## config.mk

```make
export PLATFORM = sky130hd
export DESIGN_NAME = la_iocfg
export DESIGN_NICKNAME = d
export VERILOG_FILES = /design/src/rtl/la_iocfg.sv
export SDC_FILE = /design/constraint.sdc
export NUM_CORES = 1
export LEC_CHECK = 0
export ABC_AREA = 1
export ABC_CLOCK_PERIOD_IN_PS = 3300
export CORE_MARGIN = 2
export CORE_UTILIZATION = 45
export DETAILED_ROUTE_END_ITERATION = 16
export GPL_ROUTABILITY_DRIVEN = 0
export GPL_TIMING_DRIVEN = 0
export PLACE_DENSITY = 0.69
export SLEW_MARGIN = 15
export SYNTH_ARGS = -nofsm -noshare
export SYNTH_HDL_FRONTEND = slang
export SYNTH_SLANG_ARGS = --single-unit
```

## constraint.sdc

```tcl
create_clock -name clk -period 3.3 [get_ports clk]
set_input_delay 0.33 -clock clk [delete_from_list [all_inputs] [get_ports clk]]
set_output_delay 0.33 -clock clk [all_outputs]
set_load 0.01 [all_outputs]
```

## src/rtl/la_iocfg.sv

```systemverilog
// IO ring configuration loader: collects N pad bytes into shadow registers, then commits them all at once.
// Optional parity byte checking is enabled with the LA_IOCFG_PARITY_EN macro.
module la_iocfg #(
   parameter int N  = 8,
   parameter int CW = 8
) (
   input  logic            clk,
   input  logic            nreset,
   input  logic            start,
   input  logic            abort,
   input  logic            in_valid,
   output logic            in_ready,
   input  logic [CW-1:0]   in_data,
   output logic            busy,
   output logic            done,
   output logic            err,
   output logic [N*CW-1:0] ioring
);

   localparam int CNTW = $clog2(N + 2);

   typedef enum logic [1:0] {IDLE, LOAD, CHECK, COMMIT} state_t;

   state_t          state;
   state_t          state_next;
   logic [CNTW-1:0] cnt;
   logic [CW-1:0]   shadow [N];
   logic            accept;
   logic            last_beat;

   assign in_ready = (state == LOAD) && !abort;
   assign accept   = in_valid && in_ready;
   assign busy     = (state != IDLE);

`ifdef LA_IOCFG_PARITY_EN
   localparam logic [CNTW-1:0] PAR_BEAT = CNTW'(N);

   logic [CW-1:0] parity_byte;
   logic [CW-1:0] shadow_xor;
   logic          parity_ok;
   logic          err_q;

   // The parity byte follows the N data bytes as one extra beat.
   assign last_beat = (cnt == PAR_BEAT);

   always_comb begin
      shadow_xor = '0;
      for (int i = 0; i < N; i++) begin
         shadow_xor = shadow_xor ^ shadow[i];
      end
   end

   assign parity_ok = (parity_byte == shadow_xor);

   always_ff @(posedge clk or negedge nreset) begin
      if (!nreset) begin
         parity_byte <= '0;
      end else if (accept && last_beat) begin
         parity_byte <= in_data;
      end
   end

   // Sticky error flag, cleared only by an accepted start.
   always_ff @(posedge clk or negedge nreset) begin
      if (!nreset) begin
         err_q <= 1'b0;
      end else if (state == IDLE && start) begin
         err_q <= 1'b0;
      end else if (state == CHECK && !abort && !parity_ok) begin
         err_q <= 1'b1;
      end
   end

   assign err = err_q;
`else
   localparam logic [CNTW-1:0] LAST_DATA = CNTW'(N - 1);

   assign last_beat = (cnt == LAST_DATA);
   assign err       = 1'b0;
`endif

   always_comb begin
      state_next = state;
      case (state)
         IDLE: begin
            if (start) state_next = LOAD;
         end
         LOAD: begin
            if (abort) begin
               state_next = IDLE;
            end else if (accept && last_beat) begin
`ifdef LA_IOCFG_PARITY_EN
               state_next = CHECK;
`else
               state_next = COMMIT;
`endif
            end
         end
         CHECK: begin
`ifdef LA_IOCFG_PARITY_EN
            // Abort wins over the comparison result.
            if (abort)          state_next = IDLE;
            else if (parity_ok) state_next = COMMIT;
            else                state_next = IDLE;
`else
            state_next = IDLE;
`endif
         end
         COMMIT: begin
            state_next = IDLE;
         end
         default: begin
            state_next = IDLE;
         end
      endcase
   end

   always_ff @(posedge clk or negedge nreset) begin
      if (!nreset) begin
         state <= IDLE;
         cnt   <= '0;
      end else begin
         state <= state_next;
         if (state == IDLE && start) begin
            cnt <= '0;
         end else if (accept) begin
            cnt <= cnt + 1'b1;
         end
      end
   end

   // Shadows only take data beats; the beat count doubles as the write index.
   always_ff @(posedge clk or negedge nreset) begin
      if (!nreset) begin
         for (int i = 0; i < N; i++) begin
            shadow[i] <= '0;
         end
      end else begin
         for (int i = 0; i < N; i++) begin
            if (accept && cnt == CNTW'(i)) begin
               shadow[i] <= in_data;
            end
         end
      end
   end

   // All pads update in the same edge so none ever sees a partial load.
   always_ff @(posedge clk or negedge nreset) begin
      if (!nreset) begin
         ioring <= '0;
         done   <= 1'b0;
      end else begin
         done <= (state == COMMIT);
         if (state == COMMIT) begin
            for (int i = 0; i < N; i++) begin
               ioring[i*CW +: CW] <= shadow[i];
            end
         end
      end
   end

endmodule
```

# --- Yosys cells after proc, flatten, opt, wreduce, memory -nomap -nowiden ---
# Index checks and enable logic that the tools add are counted.
totals:
  regBits: 135
  in_bits: 13
  out_inout_bits: 68
  elab_cells: 49
classes:
  add_sub_neg: 1
  eq_ne: 12
  n_mux: 6
  reduce_logical: 18
ops:
  columns: ["operator", "count"]
  rows:
  - ["$eq A4 B3 Y1 const B", 4]
  - ["$logic_and A1 B1 Y1", 11]
  - ["$eq A4 B2 Y1 const B", 2]
  - ["$mux W4", 2]
  - ["$mux W2", 3]
  - ["$pmux W2 S3", 1]
  - ["$add A4 B1 Y4 const B", 1]
  - ["$eq A2 B2 Y1 const B", 2]
  - ["$eq A4 B1 Y1 const B", 1]
  - ["$logic_not A4 Y1", 1]
  - ["$reduce_bool A2 Y1", 2]
  - ["$ne A3 B2 Y1 const B", 1]
  - ["$eq A2 B1 Y1 const B", 1]
  - ["$logic_not A2 Y1", 1]
  - ["$ne A2 B2 Y1 const B", 1]
  - ["$reduce_and A2 Y1", 1]
  - ["$reduce_or A2 Y1", 1]
  - ["$logic_not A1 Y1", 1]

# --- Longest topological paths before layout ---
# Gate-level depths: netlist (run 1).
logic_depth:
  word_depth: 7
  mapped_depth: 7
  mapped_depth_nobuf: 7

# --- Worst setup path before layout (run 1) ---
# No wires, ideal clock.
synth_path:
  path_type: "flip-flop to flip-flop"
  from: "reg cnt[0]"
  to: "reg shadow[10] in the netlist's numbering"
  setup_time_ps: 117
  arrival_ps: 1185
  t_required_ps: 3183
  slack_ps: 1999
  path_stages_with_launch: 8
  n_path_buf: 0
  synth_period_minus_slack_ps: 1301
  path_cell_list: "dfrtp_1 > inv_1 > ha_1 > inv_1 > nor2_4 > nand2_2 > nand2_1 > nand2_1"
synth_via:
  elab_chain_len: 2
synth_rtl:
  columns: ["element", "line_no", "source"]
  rows:
  - ["from (decl)", "26", "logic [CNTW-1:0] cnt;"]
  - ["from (signal assigned)", "127", "cnt <= cnt + 1'b1;"]
  - ["$eq A4 B3 Y1", "140", "if (accept && cnt == CNTW'(i)) begin"]
  - ["$logic_and A1 B1 Y1", "140", null]
  - ["to (signal, indexed assignment)", "141", "shadow[i] <= in_data;"]
  - ["to (decl)", "27", "logic [CW-1:0] shadow [N];"]
# No other way between the ends.
# A chain may end at the register's enable or synchronous reset.

# --- Final worst setup path (run 1) ---
layout_path:
  from: "reg state[1]"
  to: "out in_ready"
layout_via:
  elab_chain_len: 2
layout_rtl:
  columns: ["element", "line_no", "source"]
  rows:
  - ["from (decl)", "24", "state_t state;"]
  - ["from (signal assigned)", "123", "state <= state_next;"]
  - ["$eq A2 B1 Y1", "31", "assign in_ready = (state == LOAD) && !abort;"]
  - ["$logic_and A1 B1 Y1", "31", null]
  - ["to (decl)", "12", "output logic in_ready,"]
# No other way between the ends.

==> results of run 1 <==
## cell type report
cell class	instances	area (um2)	share of cell area, %
clock buffer	20	467	6.55
timing repair buffer	72	739	10.4
multi-input combinational	432	1910	26.8
clock inverter	12	221	3.11
buffer	32	183	2.56
tap	147	184	2.58
sequential	135	3380	47.4
inverter	13	48.8	0.685
## logic make-up (layout without fill, tap and decap cells)
| logic type | Yosys count | count (layout) | share of synthesized area, % |
|---|---|---|---|
| simple gates | 426 | 426 | 33.4 |
| buf+inv | 45 | 149 | 4.20 |
| xor+xnor | 1 | 1 | 0.159 |
| flops | 135 | 135 | 61.2 |
| other cells | 1 | 1 | 0.0680 |
| fa+ha+maj | 4 | 4 | 0.907 |
## registers in the layout (all words and copies together) (netlist names)
| register | cells |
|---|---|
| ioring | 64 |
| done | 1 |
| shadow | 64 |
| state | 2 |
| cnt | 4 |
## through the flow
step	std cells	power, mW	setup slack [ps]
2_1_floorplan	612	2.08	2000
3_3_place_gp	830	2.18	-3110
3_5_place_dp	831	2.21	1460
4_1_cts	863	4.38	1370
5_1_grt	863	4.53	1280
6_report	863	4.36	1370
## how the worst min path moves through the flow
| stage | from | endpoint | slack [ps] | depth (start not counted) |
|---|---|---|---|---|
| 3_3_place_gp | shadow[54]$_DFFE_PN0P_ | shadow[54]$_DFFE_PN0P_ | 460 | 2 |
| 4_1_cts | nreset | ioring[27]$_DFFE_PN0P_ | 6 | 1 |
| 2_1_floorplan | nreset | cnt[0]$_DFFE_PN0P_ | 30 | 0 |
| 6_report | nreset | ioring[33]$_DFFE_PN0P_ | -30 | 1 |
| 5_1_grt | nreset | ioring[33]$_DFFE_PN0P_ | 40 | 1 |
| 3_5_place_dp | nreset | ioring[27]$_DFFE_PN0P_ | 450 | 1 |
## where the power goes
| part | leakage [nW] | switching (mW) | internal [mW] |
|---|---|---|---|
| Combinational | 1.65 | 0.202 | 0.102 |
| Sequential | 1.86 | 0.0837 | 1.79 |
| Clock | 0.328 | 0.702 | 1.47 |
| Total | 3.84 | 0.988 | 3.37 |
## cell usage in the layout (no fill, tap or decap)
cell and count:
clkdlybuf4s50_1 70, nor2_8 4, clkinv_2 2, clkbuf_8 3, nand2_2 5, or2_1 1
buf_4 1, inv_1 11, nand3_1 72, clkinv_4 1, dfrtp_1 135, nor2_2 1
buf_6 7, buf_16 1, nand2_4 4, nor2_4 4, conb_1 1, buf_2 11
clkinv_1 1, clkbuf_16 17, nor3_1 1, nand3_2 1, nand2_1 330, nand4_1 2
bufinv_16 6, xor2_1 1, ha_1 4, clkbuf_1 11, clkinvlp_4 3, nor2_1 1
inv_2 1, buf_1 3
## metal layers
metal	routed length, um	share of wire, %	track usage (%)
met2	5670	45	31.3
met5	0	0	0
met4	247	2.0	8.43
met3	671	5.3	5.35
met1	5960	47	28.9
==> impl_results.md, run 1 <==
* Status: finished, violations left
* Failing checks: hold timing
* Final hold slack at -32.2 ps
* Core Box Area at 12000 um2
* Nets at 720
* RSZ-0062 raised after global routing: no
* Gr usage total at 20.7%
* Worst slew margin at 48.1%
* Largest stage delay on the critical path at 530 ps
* Worst-path clk slew at 60 ps
* Min Tclk post-route at 1930 ps
* Most frequent cell after synthesis: nand2_1
* Initial antenna violation count at 0
* Final period util at 58.4%
* Chip Width at 115 um
* First-pass GRT wire length at 21000 um
* Cts repair resizes at 0
* Clk_lat worst skew at 420 ps
* Dpl cell area at 6440 um2
* Post CTS Setup Buffer Count at 0
* Vias/cell at 4.97
* Peak Freq at 519 MHz
* ANT cells at 0
* Synth cell count leaders: nand2_1 (330), dfrtp_1 (135), nand3_1 (72)
* Final Cell Area at 7130 um2
* IO Pins at 81
* Syn Area/Cell at 9.01 um2
* Hold/Removal Path Class: input pin to async pin
* Crit path capture type: output port
* Fin. max-slew vios at 0
* WP depth at 4
* Reg-to-reg startpoint: cnt[1]$_DFFE_PN0P_
* Pin count of the biggest net entering global routing at 87
* Final setup fails at 0
* Post-synthesis cell area at 5520 um2
* Drc violations at 0
* Cell Chain, Critical Path: inv_1 -> nand3_2 -> inv_1 -> clkdlybuf4s50_1
* Vias in the first global route at 4297
* Vias at 4293
* Final HPWL DP at 8270 um
* Buffer and inverter count on the worst path at 3
* Share of flip-flops with an asynchronous set or reset at 100%
* Cell Pwr Density at 611 nW/um2
* CTS tree: built
* Yosys warns at 0
* LEAKAGE at 3.84 nW
* Synth Instances at 612
* Synth area leaders: dfrtp_1 (61%), nand2_1 (22%), nand3_1 (6.5%)
* Clock sink total at 135
* Startpoint Class: flop
* H-tree levels at 4
* Initial cell density of the core at 45.9%
* CP Data Arrival Time at 1600 ps
* Least-Margin Pin Slew at 779 ps
* Total iterations of the first detailed-routing run at 6
* Crit. Startpoint: state[1]$_DFFE_PN0P_
* Top cell type's share of synthesized area at 61.2%
* Reg2reg path depth at 6
* CTS Buf Count at 17
* Sequential share of the synthesized area at 61.2%
* Crit path to: in_ready
* DIE HEIGHT at 115 um
* R2R Setup Slk at 1770 ps
* Longest Clk Path Bufs at 2
* FILL cells at 1043
* Post-route antenna net violation count at 0
* Layout overhead on the synthesized area at 29.2%
* CP delay by family, top: buffers and inverters
* Setup CP Type: flop to output port
* Slowest CP cell: clkdlybuf4s50_1
* Seq cells post-synth at 135
* Worst IR drop on VDD at 0.245 mV
* Rows at 40
* Post-synth EDFFs at 0
* Layout cell share with drive strength beyond 1 at 10.1%
* Final Hold Fails at 45
* Post-synth top flop: dfrtp_1
* Mapped Nets at 629
* Setup TNS at 0 ps
* Final WL at 12600 um
* Fin util at 59.3%
* Root Driver: clkbuf_16
* CP most frequent cell: inv_1
* Cell taking the most area after synthesis: dfrtp_1
* Clock skew at 5.57 ps
* GRT Residual Overflow at 0
* Capturing point of the worst reg2reg path: shadow[7]$_DFFE_PN0P_
* Max Cap Viol at 0
* Worst EP required at 2970 ps
* DIE AREA at 13200 um2
* Post-DR wirelength/cell at 14.5 um
* CP Max Fanout at 3
* Number of distinct library cells after synthesis at 24
* Cts hold-fix bufs at 0
* # port buffers at 71
* Initial DRC Count at 325
No activity file was read; power rests on OpenSTA's default activity.
==> run 2: changes to the inputs <==
Settings changed: ABC_CLOCK_PERIOD_IN_PS 3300 to 1600, PLACE_DENSITY 0.69 to 0.72.
Clock period 3.3 ns to 1.6 ns, I/O delays scaled along.
==> run 2 against run 1 <==
Against the previous run: the run now ends clean; critical path depth did not move; core utilization decreased by 0.39 points; combinational power rose by 110%; count of clock-buffer cells in the layout increased by 3; critical path type unchanged.
==> impl_results.md, run 2 (synthesis results as in run 1) <==
* Status: completed
* Initial DRC Count at 272 (-16%)
* First-pass GRT wire length at 21100 um (+0.52%)
* Gr usage total at 20.9% (+0.11 points)
* Total iterations of the first detailed-routing run at 5 (-1)
* DIE HEIGHT at 115 um (unchanged)
* Vias/cell at 4.97 (about the same)
* ANT cells at 0 (unchanged)
* Peak Freq at 666 MHz
* Fin. max-slew vios at 0 (unchanged)
* Worst slew margin at 55.3% (+7.2 points)
* Longest Clk Path Bufs at 2 (unchanged)
* CP Data Arrival Time at 1340 ps (-260 ps)
* Drc violations at 0 (unchanged)
* Initial cell density of the core at 45.9% (unchanged)
* Vias at 4325 (+0.75%)
* Final Hold Fails at 0 (-100%)
* H-tree levels at 4 (unchanged)
* Hold/Removal Path Class: input pin to flop
* Clock skew at 6.80 ps (+1.23 ps)
* Worst IR drop on VDD at 0.692 mV (+180%)
* # port buffers at 71 (unchanged)
* Crit path capture type: output port
* GRT Residual Overflow at 0 (unchanged)
* IO Pins at 81 (unchanged)
* Cell Pwr Density at 1170 nW/um2 (+92%)
* Final period util at 93.8%
* Vias in the first global route at 4305 (+0.19%)
* Layout overhead on the synthesized area at 28.4%
* Initial antenna violation count at 0 (unchanged)
* Dpl ws at -20.0 ps (-1480 ps)
* Chip Width at 115 um (unchanged)
* Setup CP Type: flop to output port
* Clock sink total at 135 (unchanged)
* Largest registers: ioring x64, shadow x64, cnt x4
* Setup ws final at 99.4 ps (-1270 ps)
* CTS Buf Count at 17 (unchanged)
* Least-Margin Pin Slew at 670 ps (-108 ps)
* Most frequent cells in the layout: nand2_1 (330), dfrtp_1 (135), nand3_1 (72)
* Min Tclk post-route at 1500 ps
* Post-route antenna net violation count at 0 (unchanged)
* Pin count of the biggest net entering global routing at 73 (-16%)
* Layout cell share with drive strength beyond 1 at 10.7% (+0.59 points)
* CP Max Fanout at 3 (unchanged)
* Worst EP required at 1440 ps (-1530 ps)
* LEAKAGE at 3.85 nW (+0.21%)
* Post-DR wirelength/cell at 14.4 um (-1.1%)
* Startpoint Class: flop
* Fin util at 59.0% (-0.39 points)
* Final HPWL DP at 8170 um (-1.2%)
* Reg2reg path depth at 7 (+1)
* Core Box Area at 12000 um2 (unchanged)
* FILL cells at 1051 (+0.77%)
* Clk_lat worst skew at 410 ps (about the same)
* Commonest non-fill, non-tap cell in the layout: nand2_1
* Nets at 727 (+0.97%)
* RSZ-0062 raised after global routing: no
* Hold path cells at 3
* CTS tree: built
* Final setup fails at 0 (unchanged)
* Rows at 40 (unchanged)
* DIE AREA at 13200 um2 (unchanged)
* Max Cap Viol at 0 (unchanged)
* Root Driver: clkbuf_16
* Worst-path clk slew at 60 ps (about the same)
* Final WL at 12500 um (-0.28%)
==> run 2: final cells by class <==
class                   count  area (um2)  share of cell area, %
clock inverters             9        97.6                   1.38
flip-flops and latches    135        3380                   47.7
repair buffers             79         792                   11.2
multi-input cells         432        1910                   26.9
plain buffers              32         186                   2.63
inverters                  13        48.8                  0.689
clock buffers              23         488                   6.89
well taps                 147         184                   2.60
==> run 2: power by group <==
group | internal (mW) | switching (mW) | leakage, nW | total [mW]
clock network | 2.44 | 1.37 | 0.292 | 3.81
logic | 0.208 | 0.413 | 1.69 | 0.622
registers | 3.70 | 0.179 | 1.86 | 3.87
==> run 2: critical path, stage by stage (launching register included) <==
cell           delay [ps]
dfrtp_1               410
inv_1                 100
nand3_2                90
inv_1                  60
dlygate4sd2_1         260
==> run 2: path summary, 6_finish.rpt <==
check / startpoint / endpoint / slack, ps
worst max register to register: cnt[0]$_DFFE_PN0P_ / shadow[28]$_DFFE_PN0P_ / 120
min in group asynchronous: nreset / ioring[44]$_DFFE_PN0P_ / 320
worst max-delay path: state[1]$_DFFE_PN0P_ / in_ready / 100
worst min-delay path: in_data[7] / shadow[39]$_DFFE_PN0P_ / 210
max in group asynchronous: nreset / shadow[27]$_DFFE_PN0P_ / 540
worst min register to register: shadow[36]$_DFFE_PN0P_ / ioring[28]$_DFFE_PN0P_ / 470
==> run 2: through the flow <==
step | cell area [um2] | total power, mW | std cells | hold WS [ps] | setup TNS (ps)
2_1_floorplan | 5520 | 4.30 | 612 | -136 | 0
3_3_place_gp | 6410 | 4.50 | 830 | 459 | -624070
3_5_place_dp | 6440 | 4.55 | 831 | 221 | -79.6
4_1_cts | 7030 | 8.37 | 864 | 188 | 0
5_1_grt | 7080 | 8.68 | 870 | 234 | 0
6_report | 7080 | 8.31 | 870 | 214 | 0
==> run 2: per-layer routing <==
metal,routed length [um],global-route usage (%)
met4,188,6.10
met3,662,5.61
met2,5750,32.3
met1,5920,29.3
met5,0,0
==> run 2: timing repair <==
action / CTS / global route
setup endpoints to repair: 2 / 27
hold buffers: 1 / 0
pin swaps: 0 / 3
endpoints found under the hold margin: 71 / 0
resized for setup: 2 / 2
setup buffers: 0 / 6
cloned: 0 / 0
==> run 3: changes to the inputs <==
Settings changed: SETUP_SLACK_MARGIN set to 0.02.
==> run 3 against run 2 <==
Against the previous run: core utilization stayed put; sequential cell count stayed put; cell area stayed put; register-to-register slack better by 20 ps; count of clock-buffer cells in the layout stayed put; final cell count stayed put; sequential power hardly changed; setup slack hardly changed; maximum frequency hardly changed; die area stayed put.
==> impl_results.md, run 3 (synthesis results as in run 1) <==
* Status: completed
* Layout cell share with drive strength beyond 1 at 10.7% (unchanged)
* Vias/cell at 4.96 (-0.16%)
* Slowest CP cell: dfrtp_1
* Final hold slack at 230 ps (+15.6 ps)
* Min Tclk post-route at 1500 ps (+0.0336 ps)
* Initial cell density of the core at 45.9% (unchanged)
* CP Max Fanout at 3 (unchanged)
* IO Pins at 81 (unchanged)
* Hold path cells at 3 (unchanged)
* Peak Freq at 666 MHz (about the same)
* Worst EP required at 1440 ps (about the same)
* Total iterations of the first detailed-routing run at 5 (unchanged)
* Core Box Area at 12000 um2 (unchanged)
* Fin. max-slew vios at 0 (unchanged)
* Post-DR wirelength/cell at 14.4 um (+0.12%)
* Final Hold Fails at 0 (unchanged)
* Initial DRC Count at 277 (+1.8%)
* Rows at 40 (unchanged)
* Final HPWL DP at 8170 um (unchanged)
* Clock skew at 7.02 ps (+0.228 ps)
* Cell Chain, Critical Path: inv_1 -> nand3_2 -> inv_1 -> dlygate4sd2_1
* Largest stage delay on the critical path at 410 ps (about the same)
* ANT cells at 0 (unchanged)
* Gr usage total at 20.9% (unchanged)
* Pin count of the biggest net entering global routing at 73 (unchanged)
* Crit path capture type: output port
* Worst slew margin at 55.2% (-0.14 points)
* CTS Buf Count at 17 (unchanged)
* Cell Pwr Density at 1170 nW/um2 (about the same)
* Worst IR drop on VDD at 0.691 mV (about the same)
* Setup CP Type: flop to output port
* Startpoint Class: flop
* Largest registers: ioring x64, shadow x64, cnt x4
* DIE HEIGHT at 115 um (unchanged)
* Post-route antenna net violation count at 0 (unchanged)
* Final WL at 12500 um (+0.12%)
* Post-Layout Cell Count at 870 (unchanged)
* Vias in the first global route at 4305 (unchanged)
* Max Cap Viol at 0 (unchanged)
* CTS tree: built
* Commonest non-fill, non-tap cell in the layout: nand2_1
* Hold/Removal Path Class: input pin to flop
* Final period util at 93.8% (about the same)
* Clock sink total at 135 (unchanged)
* LEAKAGE at 3.84 nW (about the same)
* DP Cell Count at 831 (unchanged)
* CP Data Arrival Time at 1340 ps (about the same)
* Clk_lat worst skew at 410 ps (about the same)
* Initial antenna violation count at 0 (unchanged)
* RSZ-0062 raised after global routing: no
* Vias at 4318 (-0.16%)
* Least-Margin Pin Slew at 673 ps (+2.15 ps)
* Setup TNS at 0 ps (unchanged)
* Worst-path clk slew at 60 ps (about the same)
* Layout overhead on the synthesized area at 28.4% (unchanged)
* Chip Width at 115 um (unchanged)
* # port buffers at 71 (unchanged)
* Final setup fails at 0 (unchanged)
* Root Driver: clkbuf_16
* CP most frequent cell: inv_1
* FILL cells at 1051 (unchanged)
* First-pass GRT wire length at 21100 um (unchanged)
* Drc violations at 0 (unchanged)
* H-tree levels at 4 (unchanged)
* Longest Clk Path Bufs at 2 (unchanged)
* Nets at 727 (unchanged)
* DIE AREA at 13200 um2 (unchanged)
* GRT Residual Overflow at 0 (unchanged)
* Reg2reg path depth at 7 (unchanged)
* Most frequent cells in the layout: nand2_1 (330), dfrtp_1 (135), nand3_1 (72)
[run 3: cell counts in the layout (fill, tap and decap cells not counted)]
Identical to the previous run, type by type.
[run 3: power breakdown]
part           internal [mW]  switching (mW)  leakage, nW
sequential              3.70           0.179         1.86
combinational          0.209           0.416         1.69
clock                   2.44            1.37        0.292
[run 3: layout make-up]
type	instances	area, um2	share of cell area (%)
clock inverters	9	97.6	1.38
flip-flops and latches	135	3380	47.7
multi-input cells	432	1910	26.9
clock buffers	23	488	6.89
well taps	147	184	2.60
plain buffers	32	186	2.63
repair buffers	79	792	11.2
inverters	13	48.8	0.689
[run 3: worst paths after layout]
check / slack, ps / endpoint / startpoint
hold reg to reg: 470 / ioring[28]$_DFFE_PN0P_ / shadow[36]$_DFFE_PN0P_
setup reg to reg: 140 / shadow[28]$_DFFE_PN0P_ / cnt[0]$_DFFE_PN0P_
setup / recovery: 100 / in_ready / state[1]$_DFFE_PN0P_
hold / removal: 230 / shadow[39]$_DFFE_PN0P_ / in_data[7]
min in group asynchronous: 320 / ioring[44]$_DFFE_PN0P_ / nreset
max in group asynchronous: 540 / ioring[21]$_DFFE_PN0P_ / nreset
[run 3: routing by layer]
layer | track usage [%] | vias to the layer above | part of all wire [%]
met5 | 0 | - | 0
met4 | 6.10 | 0 | 1.4
met3 | 5.61 | 18 | 5.3
met2 | 32.3 | 122 | 46
met1 | 29.3 | 2082 | 47
li1 | - | 2096 | -
[run 3: what timing repair did]
action                                 4_1_cts  5_1_grt
gates resized for setup                      2        2
hold buffers                                 1        0
setup buffers                                0        6
setup endpoints to repair                    2       33
pin swaps                                    0        4
endpoints found under the hold margin       71        0
gates cloned                                 0        0
[run 3: worst max-delay path: cells and delay by family (launching register included)]
| family | cells | cell delay (ps) |
|---|---|---|
| buffers and inverters | 3 | 420 |
| DFF | 1 | 410 |
| and+or+nand+nor | 1 | 90 |
[run 3: per-stage QoR]
stage	utilization, %	setup slack [ps]	instance area (um2)	total power, mW
global placement	53.4	-4630	6410	4.50
CTS	58.6	77.7	7030	8.37
finish	59.0	99.4	7080	8.31
global route	59.0	26.1	7080	8.68
detailed placement	53.6	-20.0	6440	4.55
floorplan	-	299	5520	4.30
